### src/rtl/pwm_ramp_ctrl.sv
// pwm_ramp_ctrl: duty-cycle sequencer for a PERIOD-step PWM channel.
// The live duty walks one step toward the setpoint every STEP_PERIODS
// periods. Duty changes only at a period boundary, so every PWM period
// uses a single duty value.
//
// state | meaning
// ------+--------------------------------------------------------------
// IDLE  | channel off: cnt frozen at 0, duty forced to 0, pwm_out low
// RAMP  | counting; duty steps toward setpoint at paced boundaries
// HOLD  | counting; duty equals setpoint and stays constant
module pwm_ramp_ctrl #(
  parameter int PERIOD       = 10,
  parameter int DUTY_W       = 4,
  parameter int STEP_PERIODS = 2,
  parameter int SP_RESET     = 5
) (
  input  logic              clk,
  input  logic              rst_n,
  input  logic              en,
  input  logic              inc_req,
  input  logic              dec_req,
  input  logic              target_valid,
  input  logic [DUTY_W-1:0] target,
  output logic              pwm_out,
  output logic [DUTY_W-1:0] duty,
  output logic [DUTY_W-1:0] setpoint,
  output logic              period_start,
  output logic              busy
);

  localparam int SW = (STEP_PERIODS > 1) ? $clog2(STEP_PERIODS) : 1;
  localparam logic [DUTY_W-1:0] DUTY_MAX = DUTY_W'(PERIOD);
  localparam logic [DUTY_W-1:0] CNT_LAST = DUTY_W'(PERIOD - 1);
  localparam logic [DUTY_W-1:0] SP_INIT  = DUTY_W'(SP_RESET);
  localparam logic [SW-1:0]     STEP_LAST = SW'(STEP_PERIODS - 1);

  typedef enum logic [1:0] {
    IDLE = 2'd0,
    RAMP = 2'd1,
    HOLD = 2'd2
  } state_t;

  state_t            state;
  logic [DUTY_W-1:0] cnt;
  logic [SW-1:0]     step_cnt;
  logic [DUTY_W-1:0] cnt_next;
  logic [DUTY_W-1:0] duty_toward;
  logic              boundary;

  // Period counter successor, boundary flag and the one-step move toward the setpoint.
  always_comb begin
    boundary    = (cnt == CNT_LAST);
    cnt_next    = boundary ? '0 : cnt + DUTY_W'(1);
    duty_toward = (setpoint > duty) ? duty + DUTY_W'(1) : duty - DUTY_W'(1);
  end

  // Setpoint register: target load beats inc/dec; inc with dec cancels; saturate at 0 and PERIOD.
  always_ff @(posedge clk or negedge rst_n) begin
    if (!rst_n) begin
      setpoint <= SP_INIT;
    end else if (target_valid) begin
      setpoint <= (target > DUTY_MAX) ? DUTY_MAX : target;
    end else if (inc_req && dec_req) begin
      setpoint <= setpoint;
    end else if (inc_req) begin
      if (setpoint < DUTY_MAX) setpoint <= setpoint + DUTY_W'(1);
    end else if (dec_req) begin
      if (setpoint != '0) setpoint <= setpoint - DUTY_W'(1);
    end
  end

  // Sequencer: state, period counter, step pacing counter and live duty.
  always_ff @(posedge clk or negedge rst_n) begin
    if (!rst_n) begin
      state    <= IDLE;
      cnt      <= '0;
      step_cnt <= '0;
      duty     <= '0;
    end else begin
      case (state)
        IDLE: begin
          cnt      <= '0;
          step_cnt <= '0;
          duty     <= '0;
          if (en) state <= RAMP;
        end
        RAMP: begin
          if (!en) begin
            state    <= IDLE;
            cnt      <= '0;
            step_cnt <= '0;
            duty     <= '0;
          end else begin
            cnt <= cnt_next;
            if (boundary) begin
              if (duty == setpoint) begin
                state    <= HOLD;
                step_cnt <= '0;
              end else if (step_cnt == STEP_LAST) begin
                step_cnt <= '0;
                duty     <= duty_toward;
                if (duty_toward == setpoint) state <= HOLD;
              end else begin
                step_cnt <= step_cnt + SW'(1);
              end
            end
          end
        end
        HOLD: begin
          if (!en) begin
            state    <= IDLE;
            cnt      <= '0;
            step_cnt <= '0;
            duty     <= '0;
          end else begin
            cnt <= cnt_next;
            if (duty != setpoint) begin
              state    <= RAMP;
              step_cnt <= '0;
            end
          end
        end
        default: begin
          state    <= IDLE;
          cnt      <= '0;
          step_cnt <= '0;
          duty     <= '0;
        end
      endcase
    end
  end

  // Outputs decoded from flops only, so no input reaches an output combinationally.
  always_comb begin
    pwm_out      = (state != IDLE) && (cnt < duty);
    period_start = (state != IDLE) && (cnt == '0);
    busy         = (state == RAMP);
  end

endmodule
### config.mk
export PLATFORM = sky130hd
export DESIGN_NAME = pwm_ramp_ctrl
export DESIGN_NICKNAME = d
export VERILOG_FILES = /design/src/rtl/pwm_ramp_ctrl.sv
export SDC_FILE = /design/constraint.sdc
export NUM_CORES = 1
export LEC_CHECK = 0
export BUFFER_PORTS_ARGS = -buffer_cell sky130_fd_sc_hd__buf_2
export CORE_MARGIN = 2
export CORE_UTILIZATION = 59
export DETAILED_ROUTE_END_ITERATION = 10
export GPL_ROUTABILITY_DRIVEN = 1
export PLACE_DENSITY = 0.83
export RECOVER_POWER = 100
export SLEW_MARGIN = 10
export SYNTH_ARGS = -nofsm -noshare
export SYNTH_HDL_FRONTEND = slang
export SYNTH_SLANG_ARGS = --single-unit
### constraint.sdc
create_clock -name clk -period 6.4 [get_ports clk]
set_input_delay 0.32 -clock clk [delete_from_list [all_inputs] [get_ports clk]]
set_output_delay 0.32 -clock clk [all_outputs]
set_load 0.01 [all_outputs]
==> results.txt, run 1 <==
- The run finished with clean final reports.
- The worst setup path is captured at a flip-flop.
* Buffer levels on the longest clock path: 2
- Number of clock sinks: 15
* Routed length per placed instance: 13.80 µm
- Data on the critical path arrives at its endpoint at 3.84 ns.
* Leakage dissipation: 0.6354 nW
- CTS H-tree depth: 1
- Synth Cell Area: 0.001231 mm²
- Post-synth ARST share: 100.0%
- Starting utilization of the core area: 62.76%
- The number of nets in the synthesized netlist is 161.
- Area fraction of the dominant cell type after synthesis: 26.42%
- Total global routing overflow: 0
- Violation count after the first detailed-routing iteration: 25
- The worst hold path was traced through 3 stages.
* Number of enable flip-flop cells after synthesis: 0
* Final setup viols: 0
* Cts bufs inserted: 3
- From left edge to right edge, the die measures 49.68 µm.
* Final slew viol count: 0
- Min-delay src: target[1]
* Total I/O pin count: 21
- The die covers 0.002468 mm².
* Final antenna diode count: 0
* Fraction of the cycle the final worst path needs: 57.06%
* Worst hold slack: 0.3116 ns
* HPWL after detailed placement: 2.021 mm
- Once detail routing completed, the nets flagged for antenna violations numbered 0.
- STA puts the critical path data required time at 6.58 ns.
- IR analysis of the VDD net gives a maximum drop of 0.2296 mV.
- Across the routed clock network, the largest skew measured is 0.005703 ns.
- Count of synthesis-stage warnings from yosys: 0
- Proportion of synthesized chip area in sequential cells: 30.69%
- Worst-case headroom to the max-slew limit: 44.20%
* Most frequently used flop master after synthesis: sky130_fd_sc_hd__dfrtp_1
- Largest area contributor in the synthesized netlist: sky130_fd_sc_hd__dfrtp_1
- Static timing analysis puts the maximum clock frequency at 273.9 MHz.
- Via count of the first global-routing pass: 1095
- Power spread over the standard cell area amounts to 406.0 mW/mm².
* Max-capacitance violation count: 0
- After floorplanning, the core was divided into 16 placement rows.
* Clock latency at the later pin of the worst-skew pair: 0.29 ns
* Floorplan core area: 0.001962 mm²
- Compared with the post-synthesis result, the final layout area differs by 11.79%.
* CP Max Fanout: 7
* Number of standard cells after synthesis: 134
* Reg2Reg Launch Point: setpoint[0]$_DFFE_PN1P_
- Layout Nets: 186
* Unrepaired setup endpoints after global routing: no
- Total Routing Usage GR: 24.66%
- A synthesized cell averages 9.188 µm².
* Vias post-DR: 1067
* Global-route wire length before repair: 4.705 mm
- Endpoint of the worst hold-timing path: setpoint[1]$_DFFE_PN0P_
- After synthesis the netlist holds a flip-flop and latch count of 15.
- At the pin with the least slew margin, the transition time is 0.8370 ns.
- The number of cells on the worst reg-to-reg path is 12.
- After detailed routing, the number of remaining DRC violations is 0.
- Summed negative setup slack over all endpoints: 0 ns
* Category of the most critical setup path: reg -> reg
* Most used standard cells in the synthesized netlist: sky130_fd_sc_hd__ha_1, sky130_fd_sc_hd__inv_1, sky130_fd_sc_hd__dfrtp_1
- Number of antenna violations at the first check in global routing: 0
- Clock transition at the registers of the reported paths: 0.09 ns
* Number of buffers added on ports: 20
- After synthesis, the cell types taking the most area are sky130_fd_sc_hd__dfrtp_1, sky130_fd_sc_hd__ha_1, sky130_fd_sc_hd__inv_1.
* Post-Route WL: 2.553 mm
- Drt first pass iters: 4
* Largest net degree at the start of global routing: 16
- Min Clock Period, post-route: 3.652 ns
* Final weighted congestion in routability-driven placement: 0.9418
* Layout cell share with drive strength beyond 1: 12.66%
* Number of library cell types mapped by synthesis: 42
* Number of vias per cell after detailed routing: 5.768
- TritonCTS built the clock tree.
* Clock root buffer: sky130_fd_sc_hd__clkbuf_4
- CP startpoint kind: flip-flop
* Height of the die: 49.68 µm
- Reg-to-reg critical path endpoint: state[0]$_DFFE_PN0P_
- Worst reg-to-reg setup slack: 2.75 ns
- The number of hold violations in the final report is 0.
* Class of the worst hold path: in -> reg
==> metal layers <==
metal / GRT usage (%) / vias to the layer above / share of wire [%]
met5: 0 / - / 0
met1: 29.75 / 507 / 43
met4: 14.81 / 0 / 3.1
li1: - / 525 / -
met3: 1.818 / 9 / 2.9
met2: 42.67 / 26 / 51
==> metrics by stage <==
step | area (µm²) | setup WS [ns] | utilization (%) | power [mW] | cells
2_1_floorplan | 1231 | 3.239 | - | 0.4266 | 134
3_3_place_gp | 1358 | 3.161 | 69.20 | 0.4976 | 180
3_5_place_dp | 1358 | 3.006 | 69.20 | 0.5156 | 180
4_1_cts | 1395 | 2.872 | 71.11 | 0.5729 | 185
5_1_grt | 1376 | 2.566 | 70.15 | 0.6129 | 185
6_report | 1376 | 2.748 | 70.15 | 0.5588 | 185
==> critical path, cell delays in order, from the launching register on <==
cell and delay [ns]:
sky130_fd_sc_hd__dfstp_1 0.66, sky130_fd_sc_hd__inv_1 0.08, sky130_fd_sc_hd__ha_1 0.31, sky130_fd_sc_hd__and4_1 0.18, sky130_fd_sc_hd__a21oi_1 0.38, sky130_fd_sc_hd__inv_1 0.13, sky130_fd_sc_hd__ha_1 0.29, sky130_fd_sc_hd__a21o_1 0.18
sky130_fd_sc_hd__a21oi_1 0.24, sky130_fd_sc_hd__xnor2_1 0.23, sky130_fd_sc_hd__xnor3_1 0.30, sky130_fd_sc_hd__o22ai_1 0.21, sky130_fd_sc_hd__mux2_1 0.34
==> report_power, final <==
part / leakage (nW) / internal (mW) / total, mW / switching, mW
clock network: 0.0177 / 0.0233 / 0.0555 / 0.0323
registers: 0.193 / 0.121 / 0.163 / 0.0418
logic: 0.425 / 0.160 / 0.341 / 0.181
==> worst max path at each step <==
stage	start	to	slack, ns	cells past startpoint
after floorplan	setpoint[0]$_DFFE_PN1P_	state[0]$_DFFE_PN0P_	3.24	12
final	setpoint[0]$_DFFE_PN1P_	state[0]$_DFFE_PN0P_	2.75	12
after CTS	setpoint[0]$_DFFE_PN1P_	state[0]$_DFFE_PN0P_	2.87	12
after detailed placement	setpoint[0]$_DFFE_PN1P_	state[0]$_DFFE_PN0P_	3.01	12
after global routing	setpoint[0]$_DFFE_PN1P_	state[0]$_DFFE_PN0P_	2.57	12
after global placement	setpoint[0]$_DFFE_PN1P_	state[0]$_DFFE_PN0P_	3.16	12
==> what timing repair did <==
item	in CTS	in global routing
hold buffers	1	0
gates resized for setup	0	0
endpoints found under the hold margin	13	0
endpoints found under the setup margin	0	0
setup buffers	0	0
==> cell families (layout without fill, tap and decap cells) <==
kind of cell | after synthesis | after routing | share of synthesized area [%]
buffers and inverters | 16 | 40 | 5.183
muxes | 2 | 2 | 1.829
xor gates and xnor gates | 10 | 10 | 8.231
DFF | 15 | 15 | 30.69
and+or+nand+nor | 39 | 39 | 17.18
adders and majority gates | 17 | 17 | 18.50
AOI/OAI and AO/OA | 35 | 35 | 18.39
==> cell usage in the layout (no fill, tap or decap), types with 2 or more instances in the layout <==
| cell type | netlist | layout |
|---|---|---|
| sky130_fd_sc_hd__nor3_1 | 4 | 4 |
| sky130_fd_sc_hd__clkbuf_1 | 0 | 10 |
| sky130_fd_sc_hd__nand2_1 | 10 | 10 |
| sky130_fd_sc_hd__nor2_1 | 8 | 8 |
| sky130_fd_sc_hd__nand3_1 | 2 | 2 |
| sky130_fd_sc_hd__a21oi_1 | 8 | 8 |
| sky130_fd_sc_hd__inv_1 | 15 | 15 |
| sky130_fd_sc_hd__o21ai_0 | 11 | 11 |
| sky130_fd_sc_hd__ha_1 | 15 | 15 |
| sky130_fd_sc_hd__nor2b_1 | 2 | 2 |
| sky130_fd_sc_hd__xor2_1 | 4 | 4 |
| sky130_fd_sc_hd__nand4_1 | 2 | 2 |
| sky130_fd_sc_hd__buf_2 | 0 | 10 |
| sky130_fd_sc_hd__o21a_1 | 2 | 2 |
| sky130_fd_sc_hd__fa_1 | 2 | 2 |
| sky130_fd_sc_hd__a21o_1 | 3 | 3 |
| sky130_fd_sc_hd__xnor2_1 | 5 | 5 |
| sky130_fd_sc_hd__dfrtp_1 | 13 | 13 |
| sky130_fd_sc_hd__dfstp_1 | 0 | 2 |
| sky130_fd_sc_hd__clkbuf_4 | 0 | 3 |
| sky130_fd_sc_hd__o221ai_1 | 2 | 2 |
| sky130_fd_sc_hd__o22ai_1 | 1 | 2 |
==> flip-flops by register name, indices dropped and copies added (netlist names) <==
signal / cells
duty: 4
setpoint: 4
cnt: 4
step_cnt: 1
state: 2
==> area by class of cell <==
type / instances / area, µm²
Multi-Input combinational cell: 103 / 783.3
Clock buffer: 3 / 22.52
Sequential cell: 15 / 377.9
Fill cell: 178 / 585.6
Clock inverter: 1 / 5.005
Inverter: 15 / 56.30
Timing Repair Buffer: 21 / 97.59
Tap cell: 27 / 33.78
Power figures use the tool's default switching activity.
==> run 2: changes to the inputs <==
--- a/config.mk
+++ b/config.mk
@@ -5,12 +5,13 @@
 export SDC_FILE = /design/constraint.sdc
 export NUM_CORES = 1
 export LEC_CHECK = 0
+export ABC_AREA = 1
 export BUFFER_PORTS_ARGS = -buffer_cell sky130_fd_sc_hd__buf_2
 export CORE_MARGIN = 2
-export CORE_UTILIZATION = 59
+export CORE_UTILIZATION = 55
 export DETAILED_ROUTE_END_ITERATION = 10
 export GPL_ROUTABILITY_DRIVEN = 1
-export PLACE_DENSITY = 0.83
+export PLACE_DENSITY = 0.78
 export RECOVER_POWER = 100
 export SLEW_MARGIN = 10
 export SYNTH_ARGS = -nofsm -noshare
==> constraint.sdc (replaced) <==
create_clock -name clk -period 3.8 [get_ports clk]
set_input_delay 0.19 -clock clk [delete_from_list [all_inputs] [get_ports clk]]
set_output_delay 0.19 -clock clk [all_outputs]
set_load 0.01 [all_outputs]
==> run 2 against run 1 <==
Effect of this change:
- global-route usage down 2.2 points
- synthesized cell count rose by 17%
- wire length grew 2.0%
- sequential power grew 71%
- cell count increased by 14%
- worst setup slack worse by 1.7 ns
- clock power is 70% higher
- die area is 8.6% higher
- fmax up 32%
- critical path type unchanged
- critical endpoint unchanged
==> results.txt, run 2 <==
* Most used cells in the layout excluding fill and tap cells: sky130_fd_sc_hd__nand2_1, sky130_fd_sc_hd__inv_1, sky130_fd_sc_hd__ha_1
- Reg-to-reg critical path endpoint: state[0]$_DFFE_PN0P_
* Endpoint kind of the worst setup timing path: flip-flop
- The worst setup slack before clock tree synthesis came to 1.240 ns (-1.766 ns).
- The number of cell rows is 17 (+1).
- sky130_fd_sc_hd__nand2_1 is the most common cell in the netlist.
- The instance area after placement was 0.001390 mm² (+2.4%).
- Layout cell share with drive strength beyond 1: 12.64% (-0.021 points)
* Endpoint of the worst hold-timing path: cnt[0]$_DFF_PN0_
- HPWL after detailed placement: 2.143 mm (+6.0%)
* Area fraction of the dominant cell type after synthesis: 25.92% (-0.50 points)
- The via count was 1083 (+1.5%).
- Final Instance Area: 0.001380 mm² (+0.27%)
- Proportion of synthesized chip area in sequential cells: 30.11% (-0.58 points)
* Clock latency at the later pin of the worst-skew pair: 0.28 ns (about the same)
* Number of cells traversed by the worst hold path: 3 (unchanged)
- The path class of the tightest hold or removal check is in -> reg.
- Routed Antenna Nets: 0 (unchanged)
* Total Routing Usage GR: 22.45% (-2.2 points)
- Min-delay src: en
- The die extent in x is 51.77 µm (+4.2%).
- The synthesized-area fraction occupied by ao, oa, aoi and oai cells came to 14.46% (-3.9 points).
- Worst reg-to-reg setup slack: 1.04 ns (-1.71 ns)
* Data arrival time of the critical path: 2.95 ns (-0.89 ns)
- The die outline area was 0.002680 mm² (+8.6%).
* Commonest non-fill, non-tap cell in the layout: sky130_fd_sc_hd__nand2_1
- Max-capacitance violation count: 0 (unchanged)
* Most frequently used flop master after synthesis: sky130_fd_sc_hd__dfrtp_1
- The number of hold violations in the final report came to 0 (unchanged).
- Setup repair after global routing left no endpoint under its margin.
* Worst slew pin tran: 1.158 ns (+0.3206 ns)
- The relative slew slack came to 21.85% (-22 points).
- Final-layout fill cell count: 216 (+21%)
* Mux share of post-synthesis cell area: 0% (-1.8 points)
- In this run the critical register-to-register path is launched from setpoint[0]$_DFFE_PN1P_.
- The gate count of the mapped netlist was 157 (+17%).
- Floorplan core area: 0.002191 mm² (+12%)
- The global-route wire length before repair is 4.491 mm (-4.5%).
- TritonCTS built the clock tree.
- The total iterations of the first detailed-routing run is 4 (unchanged).
* Number of library cell types mapped by synthesis: 29 (-31%)
- Most used standard cells in the synthesized netlist: sky130_fd_sc_hd__nand2_1, sky130_fd_sc_hd__inv_1, sky130_fd_sc_hd__ha_1
- Post-synth ARST share: 100.0% (unchanged)
* Resize count post-CTS: 0 (unchanged)
- Fraction of the cycle the final worst path needs: 72.74% (+16 points)
- The average cell area after synthesis is 7.993 µm² (-13%).
* Category of the most critical setup path: reg -> reg
- Net Count, Synth: 184 (+14%)
* Layout-stage area growth over the synthesis result: 9.970%
- Sorting the synthesized cells by area gives the leading types as sky130_fd_sc_hd__dfrtp_1, sky130_fd_sc_hd__ha_1, sky130_fd_sc_hd__nand2_1.
- Min Clock Period, post-route: 2.764 ns (-0.8876 ns)
* Summed negative setup slack over all endpoints: 0 ns (unchanged)
* Largest area contributor in the synthesized netlist: sky130_fd_sc_hd__dfrtp_1
* Outcome: completed
* PwrDens: 814.6 mW/mm² (+100%)
- The standby leakage power came to 0.6979 nW (+9.8%).
- Count of synthesis-stage warnings from yosys: 0 (unchanged)
- Routed length per placed instance: 12.40 µm (-10%)
- Buffer levels on the longest clock path: 2 (unchanged)
- The initial standard-cell utilization of the core is 57.28% (-5.5 points).
* CP Max Fanout: 4 (-3)
- Via count of the first global-routing pass: 1028 (-6.1%)
- The DRC violation total after the first TritonRoute iteration came to 12 (-52%).
* Final routed DRC violation total: 0 (unchanged)
- Final weighted congestion in routability-driven placement: 0.8349 (-11%)
* Clock transition at the registers of the reported paths: 0.09 ns (about the same)
* Number of synthesized register bits: 15 (unchanged)
- The hold buffer count at cts came to 1 (unchanged).
* Worst setup margin: 1.036 ns (-1.712 ns)
* CP startpoint kind: flip-flop
- The synthesized-area fraction occupied by xor and xnor cells is 4.187% (-4.0 points).
* Area fraction in and, or, nand and nor cells after synthesis: 25.32% (+8.1 points)
- The count of boundary I/O pins is 21 (unchanged).
- The post-CTS setup buffer count was 0 (unchanged).
- Number of clock sinks: 15 (unchanged)
- Cts bufs inserted: 3 (unchanged)
- The total inserted antenna cells is 0 (unchanged).
- The worst hold slack across all endpoints was 0.1508 ns (-0.1608 ns).
- The required time at the worst-slack endpoint was 3.98 ns (-2.60 ns).
- The largest clock skew in the final design came to 0.002541 ns (-0.003162 ns).
- The sum of overflow across all layers after global routing came to 0 (unchanged).
* Layout Nets: 210 (+13%)
- The tree is rooted in a sky130_fd_sc_hd__clkbuf_4.
* Arithmetic-cell share of the synthesized area counting full adders, half adders and majority gates: 18.15% (-0.35 points)
- Worst supply voltage drop on vdd: 0.3884 mV (+69%)
- The wire length after detailed routing is 2.605 mm (+2.0%).
* Number of vias per cell after detailed routing: 5.157 (-11%)
- The post-synthesis cell area came to 0.001255 mm² (+1.9%).
* Number of buffers added on ports: 20 (unchanged)
- Largest net degree at the start of global routing: 16 (unchanged)
- Number of antenna violations at the first check in global routing: 0 (unchanged)
* CTS H-tree depth: 1 (unchanged)
- The max-slew violation total from the final report is 0 (unchanged).
* Number of enable flip-flop cells after synthesis: 0 (unchanged)
* Largest registers in the final layout: cnt: 4 flops, duty: 4 flops, setpoint: 4 flops
- By area, the combinational part of the netlist is dominated by simple AND/OR/NAND/NOR gates.
- The maximum achievable frequency was 361.8 MHz (+32%).
- The floorplan die height came to 51.77 µm (+4.2%).
- The final setup violation count came to 0 (unchanged).
- The number of cell instances on the worst register-to-register path was 14 (+2).
-- run 2: power by group --
group | switching, mW | internal (mW)
sequential | 0.0651 | 0.214
combinational | 0.460 | 0.291
clock | 0.0537 | 0.0408
total | 0.579 | 0.545
-- run 2: cell families (layout without fill, tap and decap cells) --
logic type | Yosys count | after routing
buffers and inverters | 26 | 51
AOI/OAI and AO/OA | 26 | 26
xor gates and xnor gates | 6 | 6
DFF | 15 | 15
adders and majority gates | 17 | 17
and+or+nand+nor | 67 | 67
-- run 2: area by class of cell --
| cell class | instances | area [µm²] | area share [%] |
|---|---|---|---|
| Timing Repair Buffer | 21 | 97.59 | 7.072 |
| Sequential cell | 15 | 377.9 | 27.38 |
| Inverter | 26 | 97.59 | 7.072 |
| Clock buffer | 4 | 26.28 | 1.904 |
| Tap cell | 28 | 35.03 | 2.539 |
| Multi-Input combinational cell | 116 | 745.7 | 54.03 |
-- run 2: metal layers --
metal	share of wire, %	wire [µm]	track usage (%)	vias up
met4	0.46	12	6.579	0
met2	48	1239	36.54	16
met1	49	1272	30.78	496
met3	3.1	80	3.448	2
met5	0	0	0	-
li1	-	-	-	569
-- run 2: per-stage QoR --
stage / instances / util (%) / power [mW]
after floorplan: 157 / - / 0.8798
after detailed placement: 205 / 63.45 / 1.078
after CTS: 210 / 65.11 / 1.176
after global placement: 205 / 63.45 / 1.049
after global routing: 210 / 62.99 / 1.241
final: 210 / 62.99 / 1.124
-- run 2: worst max-delay path, cell delays in order (launching register included) --
cell and delay [ns]:
sky130_fd_sc_hd__dfstp_1 0.59, sky130_fd_sc_hd__inv_1 0.11, sky130_fd_sc_hd__ha_1 0.30, sky130_fd_sc_hd__nand3_1 0.11
sky130_fd_sc_hd__inv_1 0.08, sky130_fd_sc_hd__a21oi_1 0.25, sky130_fd_sc_hd__fa_1 0.50, sky130_fd_sc_hd__a21oi_1 0.13
sky130_fd_sc_hd__o21ai_0 0.09, sky130_fd_sc_hd__nor2_1 0.14, sky130_fd_sc_hd__nand3_2 0.08, sky130_fd_sc_hd__nand2_1 0.10
sky130_fd_sc_hd__nand2_2 0.07, sky130_fd_sc_hd__nand2_1 0.06, sky130_fd_sc_hd__nand2_1 0.04
-- run 2: worst max-delay path by stage --
stage                                  from              endpoint  depth (start not counted)
detailed placement  setpoint[0]$_DFFE_PN1P_  state[0]$_DFFE_PN0P_                         14
global placement        duty[3]$_DFFE_PN0P_  state[0]$_DFFE_PN0P_                         18
finish              setpoint[0]$_DFFE_PN1P_  state[0]$_DFFE_PN0P_                         14
floorplan           setpoint[0]$_DFFE_PN1P_  state[0]$_DFFE_PN0P_                         14
CTS                 setpoint[0]$_DFFE_PN1P_  state[0]$_DFFE_PN0P_                         14
global route        setpoint[0]$_DFFE_PN1P_  state[0]$_DFFE_PN0P_                         14
